File: config.mk
export PLATFORM = sky130hd
export DESIGN_NAME = ysyx_23060025_axi_rd_arbiter
export DESIGN_NICKNAME = d
export VERILOG_FILES = /design/src/rtl/ysyx_23060025_axi_rd_arbiter.sv
export SDC_FILE = /design/constraint.sdc
export NUM_CORES = 1
export LEC_CHECK = 0
export CAP_MARGIN = 40
export CORE_AREA = 2 2 87 89
export DETAILED_ROUTE_END_ITERATION = 8
export DIE_AREA = 0 0 89 91
export GPL_ROUTABILITY_DRIVEN = 1
export PLACE_DENSITY = 0.84
export REMOVE_ABC_BUFFERS = 1
export SETUP_SLACK_MARGIN = 0.2
export SYNTH_ARGS = -nofsm -noshare
export SYNTH_HDL_FRONTEND = slang
export SYNTH_SLANG_ARGS = --single-unit
File: constraint.sdc
create_clock -name clock -period 2.3 [get_ports clock]
set_input_delay 0.345 -clock clock [delete_from_list [all_inputs] [get_ports clock]]
set_output_delay 0.345 -clock clock [all_outputs]
set_load 0.005 [all_outputs]
File: src/rtl/ysyx_23060025_axi_rd_arbiter.sv
// Two-to-one AXI4 read arbiter (LSU fixed priority), one outstanding read, response routed to owner.
// Latency: grant cycle N, downstream arvalid from N+1; R backpressure passes straight through, no buffering.
module ysyx_23060025_axi_rd_arbiter #(
    parameter int DATA_LEN = 32,
    parameter int ADDR_LEN = 32
) (
    input  logic                clock,
    input  logic                reset,
    input  logic [ADDR_LEN-1:0] ifu_araddr,
    input  logic                ifu_arvalid,
    output logic                ifu_arready,
    output logic [DATA_LEN-1:0] ifu_rdata,
    output logic [1:0]          ifu_rresp,
    output logic                ifu_rvalid,
    input  logic                ifu_rready,
    input  logic [ADDR_LEN-1:0] lsu_araddr,
    input  logic                lsu_arvalid,
    output logic                lsu_arready,
    output logic [DATA_LEN-1:0] lsu_rdata,
    output logic [1:0]          lsu_rresp,
    output logic                lsu_rvalid,
    input  logic                lsu_rready,
    output logic [ADDR_LEN-1:0] io_master_araddr,
    output logic                io_master_arvalid,
    input  logic                io_master_arready,
    output logic [3:0]          io_master_arid,
    input  logic [DATA_LEN-1:0] io_master_rdata,
    input  logic [1:0]          io_master_rresp,
    input  logic                io_master_rvalid,
    output logic                io_master_rready,
    input  logic                io_master_rlast
);

    typedef enum logic [1:0] {
        IDLE = 2'd0,
        AR   = 2'd1,
        R    = 2'd2
    } state_e;

    state_e              state_q, state_d;
    logic                owner_q, owner_d;
    logic [ADDR_LEN-1:0] araddr_q, araddr_d;
    logic [3:0]          arid_q, arid_d;

    logic grant_lsu;
    logic grant_ifu;
    logic in_r;

    assign grant_lsu = (state_q == IDLE) && lsu_arvalid;
    assign grant_ifu = (state_q == IDLE) && !lsu_arvalid && ifu_arvalid;
    assign in_r      = (state_q == R);

    always_comb begin
        state_d  = state_q;
        owner_d  = owner_q;
        araddr_d = araddr_q;
        arid_d   = arid_q;
        case (state_q)
            IDLE: begin
                if (grant_lsu || grant_ifu) begin
                    owner_d  = grant_lsu;
                    araddr_d = grant_lsu ? lsu_araddr : ifu_araddr;
                    arid_d   = {3'b000, grant_lsu};
                    state_d  = AR;
                end
            end
            AR: begin
                if (io_master_arready) begin
                    state_d = R;
                end
            end
            R: begin
                // Only the rlast beat closes the transaction; earlier burst beats stay in R.
                if (io_master_rvalid && io_master_rready && io_master_rlast) begin
                    state_d = IDLE;
                end
            end
            default: state_d = IDLE;
        endcase
    end

    always_ff @(posedge clock or posedge reset) begin
        if (reset) begin
            state_q  <= IDLE;
            owner_q  <= 1'b0;
            araddr_q <= '0;
            arid_q   <= '0;
        end else begin
            state_q  <= state_d;
            owner_q  <= owner_d;
            araddr_q <= araddr_d;
            arid_q   <= arid_d;
        end
    end

    assign ifu_arready       = grant_ifu;
    assign lsu_arready       = grant_lsu;
    assign io_master_arvalid = (state_q == AR);
    assign io_master_araddr  = araddr_q;
    assign io_master_arid    = arid_q;
    assign io_master_rready  = in_r && (owner_q ? lsu_rready : ifu_rready);

    // Data/resp are broadcast ungated; each master qualifies them with its own rvalid.
    assign ifu_rvalid = in_r && !owner_q && io_master_rvalid;
    assign lsu_rvalid = in_r &&  owner_q && io_master_rvalid;
    assign ifu_rdata  = io_master_rdata;
    assign lsu_rdata  = io_master_rdata;
    assign ifu_rresp  = io_master_rresp;
    assign lsu_rresp  = io_master_rresp;

endmodule

==> metrics.cfg <==
[grt]
antenna_found_initial=0
grt.total_usage_pct=22.5
grt_pass1_wl_mm=12.6
grt_overflow=0
grt_start_max_net_pins=36
grt_pass1_vias=1880

[power]
power_switching_w=0.00111
power_density_nw_per_um2=1100
clockPowerShare_pct=14.8
p_int_w=0.00220
swShare_pct=33.6
total_power_w=0.00331
seq_power_share_pct=34.9
ir_drop_v=0.000418
p_comb_share_pct=50.3
leakagePower_nw=1.17

[timing]
drv_slew=0
min_period_ps=2030
slew_headroom_pct=49.1
rsz0062_at_grt=no
worstMarginPinSlew_ps=763
tns_ps=0
hold_viol_final=0
setup-violations-final=0
fin_skew_ps=4.38
fin_crit_sh_pct=88.2
fmax_mhz=493

[critical_path]
cp.arrival_ps=1680
path_cells=clkdlybuf4s50_1 -> buf_4 -> nor2b_2 -> and2_1 -> clkdlybuf4s50_1
crit_type=in2out
cp_max_fo=2
timing.rr.end=io_master_araddr[30]
rr_startpoint=state_q[0]
cp_slowest_stage_delay_ps=490
crit_required_ps=1960
cpMostUsedCell=clkdlybuf4s50_1
r2r_cells=5
startpoint_type=input pin
end_kind=primary output
regToRegSetupSlack_ps=720
crit_slowest_cell=clkdlybuf4s50_1

[status]
status=completed

[yosys]
ys.flop_type=dfrtp_1
synth-edff-count=0
synth_cell_types=28
synth_warnings=0
synth_top_area_share_pct=39.7
synth-seq-cells=35
synth_area_per_cell_um2=9.67
ys_async_sr_fraction_pct=100
synth_top_cells_by_area=dfrtp_1 40%, buf_4 25%, o22ai_1 7.4%
synth_area_leader_cell=dfrtp_1
ys_seq_area_share_pct=39.7
netlist_instances=228
syn_area_um2=2210

[final_layout]
syn_to_final_growth_pct=35.8
final_cells=370
diodes=0
drive_above_1_share_pct=9.23
nets=377
finalCoreUtilization_pct=42.0

[detailed_routing]
detail-route-antenna-nets=0
vias=1971
wirelength_mm=9.65
wire_per_inst_um=26.1
vias_per_cell=5.33
drc_errors=0
drt_iter0_drc=101
dr.pass1.iters=4

[placed_design]
post-dp-hpwl_mm=7.80
routabilityCongestion=0.756
io_buffers=111
dp.cells=360

[cts]
cts_buffers=5
cts_htree_levels=2
clock_latency_ps=280
cts_tree=built
cts.path.max_buffers=2
cts_hold_buf=0
clk_pin_slew_ps=70
root_buffer=clkbuf_8
cts.sinks=35

[floorplanning]
fp-row-count=31
die_w_um=89
dieArea_um2=8100
die_h_um=91
start_util_pct=30.9
core_area_um2=7140
io_pins=217

[worst_hold_path]
hold_class=in2async

[flow_run]
drv_cap=0

critical path, delay by kind of cell:
family / cells / cell delay (ps)
buf+inv: 3 / 1100
simple gates: 2 / 240
metrics by stage:
stage,setup slack (ps),hold WS (ps),cell area (um^2)
floorplan,746,444,1590
global placement,123,471,2880
detailed placement,79.9,476,2880
CTS,211,467,2980
global route,205,500,3000
finish,271,460,3000
cell families after synthesis:
group | share of synthesized area (%)
AND/OR/NAND/NOR | 4.82
AO/OA/AOI/OAI | 26.0
other | 0.170
flip-flops | 39.7
buffers and inverters | 28.8
multiplexers | 0.454
routing by layer:
layer | GRT usage (%) | up-vias | routed length [um]
li1 | - | 833 | -
met1 | 22.2 | 905 | 3190
met2 | 34.5 | 215 | 4200
met3 | 20.5 | 16 | 2020
met5 | 13.3 | - | 54
met4 | 3.73 | 2 | 179
cell usage in the layout (no fill, tap or decap), types with 3 or more instances in the layout:
| master | n |
|---|---|
| a21oi_1 | 14 |
| conb_1 | 3 |
| nand2_1 | 6 |
| clkbuf_8 | 7 |
| clkdlybuf4s50_1 | 109 |
| o22ai_1 | 26 |
| o2bb2ai_1 | 17 |
| inv_1 | 3 |
| nor2b_1 | 3 |
| buf_4 | 9 |
| dfrtp_1 | 33 |
| a22oi_1 | 18 |
worst max-delay path by stage:
stage / start / to / slack, ps / cells past startpoint
final: lsu_arvalid / ifu_arready / 270 / 5
after global routing: state_q[0] / lsu_rvalid / 210 / 3
after CTS: state_q[0] / lsu_rvalid / 210 / 3
after detailed placement: ifu_arvalid / ifu_arready / 80 / 4
after global placement: ifu_arvalid / ifu_arready / 120 / 4
after floorplan: ifu_arvalid / ifu_arready / 750 / 2
final cells by class:
| cell class | count | area, um^2 |
|---|---|---|
| multi-input cells | 105 | 707 |
| well taps | 99 | 124 |
| fillers | 711 | 4140 |
| clock buffers | 8 | 100 |
| inverters | 3 | 11.3 |
| flip-flops and latches | 35 | 878 |
| repair buffers | 120 | 1180 |
cells in the mapped netlist, types with 3 or more instances:
master / count
nor2b_1: 4
nand2_1: 6
inv_1: 3
a21oi_1: 14
clkbuf_1: 4
buf_2: 7
a22oi_1: 18
o2bb2ai_1: 17
dfrtp_1: 35
o22ai_1: 26
buf_4: 73
timing repair:
action | in CTS | in global routing
resized for setup | 3 | 3
buffers inserted | 0 | 2
cloned | 0 | 0
setup endpoints to repair | 2 | 3
registers in the layout, summed over array words and instances, names as in the netlist:
signal	flops
io_master_araddr	32
owner_q	1
state_q	2
power by group through the flow:
stage	logic (W)	clock network [W]	registers [W]
after global placement	0.00160	0	0.00115
after CTS	0.00164	0.000511	0.00115
final	0.00166	0.000490	0.00116
after detailed placement	0.00164	0	0.00116
after floorplan	0.000633	0	0.00116
after global routing	0.00180	0.000540	0.00119
Power figures use the tool's default switching activity.
